--- src/rtl/sat_ctr.sv ---
// Saturating up-counter: counts inc_i pulses and sticks at all-ones.
module sat_ctr #(
    parameter int unsigned Width = 8
) (
    input  logic             clk_i,
    input  logic             rst_ni,
    input  logic             inc_i,
    output logic [Width-1:0] cnt_o
);

    logic [Width-1:0] cnt_q;
    logic [Width-1:0] cnt_d;

    always_comb begin
        cnt_d = cnt_q;
        if (inc_i && (cnt_q != {Width{1'b1}})) begin
            cnt_d = cnt_q + Width'(1);
        end
    end

    always_ff @(posedge clk_i or negedge rst_ni) begin
        if (!rst_ni) begin
            cnt_q <= '0;
        end else begin
            cnt_q <= cnt_d;
        end
    end

    assign cnt_o = cnt_q;

endmodule

--- config.mk ---
export PLATFORM = sky130hd
export DESIGN_NAME = sat_ctr
export DESIGN_NICKNAME = d
export VERILOG_FILES = /design/src/rtl/sat_ctr.sv
export SDC_FILE = /design/constraint.sdc
export NUM_CORES = 1
export LEC_CHECK = 0
export CAP_MARGIN = 20
export CORE_AREA = 2 2 39 41
export CTS_CLUSTER_DIAMETER = 100
export DETAILED_ROUTE_END_ITERATION = 8
export DIE_AREA = 0 0 41 43
export PLACE_DENSITY_LB_ADDON = 0.1
export SYNTH_ARGS = -nofsm -noshare
export SYNTH_HDL_FRONTEND = slang
export SYNTH_SLANG_ARGS = --single-unit
--- constraint.sdc ---
create_clock -name clk_i -period 2.98 [get_ports clk_i]
set_clock_uncertainty 0.1 [all_clocks]
set_input_delay 0.596 -clock clk_i [delete_from_list [all_inputs] [get_ports clk_i]]
set_output_delay 0.596 -clock clk_i [all_outputs]
set_load 0.02 [all_outputs]
# Word level (Yosys, flattened, before mapping)
# Cells that the tools add are included.
dict set report totals {
  inputBits 3
  wordCells 4
  output_inout_bits 8
  reg_bits 8
}
dict set report classes {
  eq_ne 1
  add_sub_neg 1
  n_reduce_logical 1
}
# op count
set ops {}
lappend ops {{8-bit by 1-bit adder with 8-bit output (second input constant)} 1}
lappend ops {{8-bit inequality test (second input constant)} 1}
lappend ops {{1-bit logical AND} 1}

# Logic depth before layout (Yosys ltp)
# Gate-level depths: netlist (run 1).
dict set report depth {
  depth_word 2
  depth_mapped 4
  ltp_nobuf 4
}

# Least setup slack after synthesis (run 1)
# Ideal clock, no wire load.
dict set report synth_path {
  kind {reg2reg}
  start {register cnt_q[0], in the netlist cnt_o[0]}
  end {register cnt_q[1], in the netlist cnt_o[1]}
  synth_period_minus_slack_ns 1.624
  setup_ns 0.128
  path_stages_with_launch 5
  setup_slack_ns 1.356
  t_arrival_ns 1.397
  path_buffers 0
  required_time_ns 2.752
  cell_sequence {dfrtp_1 ha_1 nand4_1 o21ai_2 mux2_1}
}
dict set report synth_via {
  elab_chain_len 2
  elab_cells_between_ends 3
  classes_between {1 x add/sub; 1 x eq/ne; 1 x reduce/logical}
}
# element line_no
set synth_lines {}
lappend synth_lines {{start: declaration} 11} ;# logic [Width-1:0] cnt_q;
lappend synth_lines {{start signal: assignment} 25} ;# cnt_q <= cnt_d;
lappend synth_lines {{parallel branches: the longest is 2 deep, another holds 8-bit by 1-bit adder with 8-bit output} -}
# Parallel ways; which one is timed is not known.
# A chain may end at the register's enable or synchronous reset.

# Worst setup path in the final report (run 1)
dict set report layout_path {
  start {register cnt_q[6], in the netlist cnt_o[6]}
  end {output port cnt_o[6]}
}
# element line_no
set layout_lines {}
lappend layout_lines {{end: declaration} 8} ;# output logic [Width-1:0] cnt_o
# No word-level cell between the ends.

==> run metrics, run 1 <==
WL final 819 um; synth-to-layout area growth 35.0%; Total Power 0.570 mW; fin crit period 2080 ps; number of global-route vias before repair 310; Yosys cell types 23; clock-pin slew on the worst setup and hold paths 50 ps; fraction of the mapped netlist area in adder cells 0.0307; worst-skew pair later-pin latency 260 ps; max FFs per register 8; worst hold-check slack 439 ps; HPWL after DPL 612 um; H-Tree Depth 1; syn nets 38; fin nets 53; Seq/Total Area, Yosys 0.491; die extent in y 43 um; combinational family with the most area after synthesis compound AO/OA/AOI/OAI gates; worst path cell trace clkdlybuf4s50_1; Layout Cells excl Fill 63; first-pass GRT wire length 1.28 mm; GRT Resource Usage Total 0.113; P_leak 0.219 nW; Min-Delay Path Class reg2reg; maxcap violations 0; Placed Cells 60; status complete, no violations; Worst path slowest cell clkdlybuf4s50_1; Yosys reg bits 8; CP max stage delay 650 ps; Worst Path Arrival 1390 ps; core area 1380 um2; routed vias 340; setup TNS 0 ps; Worst Max-Slew Pin Slew 369 ps; Fin. Hold Viols 0; Mapped Area 408 um2; cts bufs inserted 3; gr ovfl total 0; DIE AREA 1760 um2; Final Util 0.398; Hold Buf Count CTS 0; Achievable Freq 0.480 GHz; multiplexer area fraction after synthesis 0.0644; Power Dens Cells 1030 nW/um2; Initial Utilization 0.295; IO Pins 11; worst endpoint required time 2280 ps; # fillers 134; Post-Syn Area per Cell 12.0 um2; Die Width 41 um; HP Start cnt_o[0]; antenna cells 0; clk sinks 8; Post-CTS Repair Setup Buffers 0; Buf/Inv on CP 1; layout cells sized above 1 0.191; Synth Area in XOR/XNOR 0.0429; RSZ-0062 raised after global routing false; Slew Viols, Final 0; CTS resizes 0; clock root buffer clkbuf_4; relative slew slack 0.753; yosys warns 0; Worst setup EP type primary output; DRC 0; final setup vio count 0; PortBufs 10; Mapped Cells 34; Routed WL per cell 13.0 um; Worst Setup SP cnt_o[6]; DRT Pass-1 Iters 2; FF-to-FF Start cnt_o[0]; kind of critical path reg2out; CTS tree built; final critical-path share of the clock period 0.699; routability cong. 0.773; complex-gate fraction of the synthesized area 0.212; maximum root-to-sink buffer count 2; largest net degree at the start of global routing 9; worst-path maximum fanout 8; vias per cell 5.40; Post-Synth Simple-Gate Area 0.150; Largest delay share family, worst path buffers and inverters; initial DRC count 1; Startpoint Class flip-flop; row cnt 14; post-route ant nets 0; VDD IR max 0.349 mV; antenna violations before repair 0
==> report_power, final <==
| part | switching [mW] | internal (mW) |
|---|---|---|
| Combinational | 0.127 | 0.136 |
| Clock | 0.0384 | 0.0462 |
| Sequential | 0.0684 | 0.154 |
==> synthesized netlist by cell type (all sizes together) <==
library cell	instances	area, um2
and3	1	11.3
nand2	1	3.75
o21a	1	7.51
nand4	1	6.26
o211ai	1	7.51
mux2	2	26.3
ha	1	12.5
a21oi	2	10.0
nor2	1	3.75
inv	1	3.75
a311oi	1	15.0
a31oi	2	12.5
o21ai	1	8.76
xor2	1	8.76
a21boi	1	7.51
a41oi	2	17.5
nand3	3	20.0
and4	1	11.3
xnor2	1	8.76
dfrtp	8	200
nor3	1	5.00
==> path summary, 6_finish.rpt <==
path,end,slack [ps],cells past startpoint
max,cnt_o[6],900,1
min,cnt_o[0],440,1
min in group asynchronous,cnt_o[7],520,1
min reg2reg,cnt_o[0],440,1
max in group asynchronous,cnt_o[0],2000,1
max reg2reg,cnt_o[1],1380,4
==> cells by family after synthesis <==
| kind of cell | after synthesis |
|---|---|
| mux | 2 |
| flops | 8 |
| fa+ha+maj | 1 |
| compound gates | 11 |
| buf+inv | 1 |
| xor+xnor | 2 |
| simple gates | 9 |
==> cell usage in the layout (no fill, tap or decap), types with 2 or more instances in the layout <==
master,synthesis,final
a31oi_1,2,2
a41oi_1,2,2
dfrtp_1,8,8
nand3_1,2,2
a21oi_1,2,2
clkdlybuf4s50_1,0,10
clkbuf_4,0,3
==> per-layer routing <==
metal / GRT usage / share of wire
met1: 0.132 / 0.43
met3: 0.0314 / 0.055
met5: 0 / 0
met2: 0.159 / 0.48
met4: 0.100 / 0.033
==> per-stage QoR <==
step	cell area (um2)	setup WS (ps)
6_report	551	898
4_1_cts	551	910
2_1_floorplan	408	1360
3_5_place_dp	528	923
3_3_place_gp	528	932
5_1_grt	551	859
==> layout make-up <==
| cell class | count | area, um2 | share of cell area |
|---|---|---|---|
| Inverter | 1 | 3.75 | 0.00682 |
| Timing Repair Buffer | 10 | 100 | 0.182 |
| Sequential cell | 8 | 200 | 0.364 |
| Tap cell | 16 | 20.0 | 0.0364 |
| Multi-Input combinational cell | 25 | 204 | 0.370 |
| Clock buffer | 3 | 22.5 | 0.0409 |
(Power assumes the default switching activity.)
==> inputs of run 2 (changes only) <==
==> constraint.sdc (replaced) <==
create_clock -name clk_i -period 2.1 [get_ports clk_i]
set_clock_uncertainty 0.1 [all_clocks]
set_input_delay 0.42 -clock clk_i [delete_from_list [all_inputs] [get_ports clk_i]]
set_output_delay 0.42 -clock clk_i [all_outputs]
set_load 0.02 [all_outputs]
==> run 2 against run 1 <==
Setup slack worse by 700 ps. Critical path depth unchanged. Routed wire length is 1.1% lower. Utilization did not move. Die area did not move. Cell count unchanged. Combinational power rose by 42%. Critical path type unchanged. Largest cell class unchanged.
==> run metrics, run 2 (synthesized netlist as in run 1, its figures left out) <==
Buf/Inv on CP 1; multi-input combinational cell area 204 um2; setup TNS 0 ps; Register Area 200 um2; Layout Cells excl Fill 63; core area 1380 um2; first-pass GRT wire length 1.24 mm; Hold Buf Count CTS 0; R2R cell count 4; relative slew slack 0.734; die extent in y 43 um; Worst setup EP type primary output; Total Power 0.804 mW; Internal Power 0.477 mW; Initial Utilization 0.295; status complete, no violations; antenna violations before repair 0; VDD IR max 0.538 mV; worst endpoint required time 1580 ps; final instance area 551 um2; synth-to-layout area growth 35.0%; fin nets 53; Startpoint Class flip-flop; Worst Path Arrival 1380 ps; kind of critical path reg2out; Worst path slowest cell clkdlybuf4s50_1; WL final 810 um; Min-Delay Path Class in2async; antenna cells 0; maxcap violations 0; HPWL after DPL 595 um; DRT Pass-1 Iters 2; number of global-route vias before repair 295; Die Width 41 um; Comb pwr share 0.464; Achievable Freq 0.527 GHz; worst hold-check slack 359 ps; Slew Viols, Final 0; Routed WL per cell 12.9 um; Fin. Hold Viols 0; routed vias 330; clk sinks 8; worst-skew pair later-pin latency 250 ps; CP max stage delay 650 ps; H-Tree Depth 1; dpl cell area 528 um2; CTS tree built; Net Switching 0.327 mW; vias per cell 5.24; P_leak 0.219 nW; clock root buffer clkbuf_4; # fillers 144; cts bufs inserted 3; Post-CTS Repair Setup Buffers 0; commonest non-fill, non-tap cell in the layout clkdlybuf4s50_1; clock-pin slew on the worst setup and hold paths 50 ps; RSZ-0062 raised after global routing false; layout cells sized above 1 0.191; clock network power share 0.145; post-route ant nets 0; switching share of power 0.407; Crit path depth 1; PortBufs 10; max FFs per register 8; IO Pins 11; GRT Resource Usage Total 0.111; Reg power frac 0.391; CTS resizes 0; initial DRC count 3; DRC 0; largest net degree at the start of global routing 9; most frequent cells in the layout clkdlybuf4s50_1 (10), dfrtp_1 (8), clkbuf_4 (3); final critical-path share of the clock period 0.904; DIE AREA 1760 um2; gr ovfl total 0; worst path cell trace clkdlybuf4s50_1; Power Dens Cells 1460 nW/um2; Worst Max-Slew Pin Slew 398 ps; routability cong. 0.831; maximum root-to-sink buffer count 2; Largest delay share family, worst path buffers and inverters; final setup vio count 0; Placed Cells 60; worst-path maximum fanout 8; row cnt 14; fin crit period 1900 ps
run 2: cell counts in the layout (fill, tap and decap cells not counted):
Identical to the previous run, type by type.
run 2: power by group through the flow:
stage	logic (mW)	registers (mW)	clock network [mW]
after global placement	0.372	0.312	0
after CTS	0.378	0.314	0.120
after global routing	0.401	0.324	0.127
after detailed placement	0.375	0.316	0
final	0.373	0.314	0.116
after floorplan	0.140	0.379	0
run 2: path summary, 6_finish.rpt:
path	to	slack (ps)	start
worst min-delay path	cnt_o[3]	360	rst_ni
worst max-delay path	cnt_o[6]	200	cnt_o[6]
max in group asynchronous	cnt_o[4]	1260	rst_ni
worst max register to register	cnt_o[1]	490	cnt_o[0]
min in group clk_i	cnt_o[0]	440	cnt_o[0]
worst min register to register	cnt_o[0]	440	cnt_o[0]
run 2: layout make-up:
class                           instances  share of cell area
Multi-Input combinational cell         25               0.370
Inverter                                1             0.00682
Sequential cell                         8               0.364
Tap cell                               16              0.0364
Clock buffer                            3              0.0409
Timing Repair Buffer                   10               0.182
run 2: stage by stage:
step	setup slack, ps	util
after CTS	203	0.398
after detailed placement	203	0.382
final	202	0.398
after global placement	228	0.382
after floorplan	476	-
after global routing	162	0.398
run 2: routing by layer:
layer  up-vias  track usage  wire length (um)
met1       152        0.145               386
li1        161            -                 -
met5         -            0                 0
met4         0        0.120                23
met2        13        0.131               354
met3         4       0.0314                45
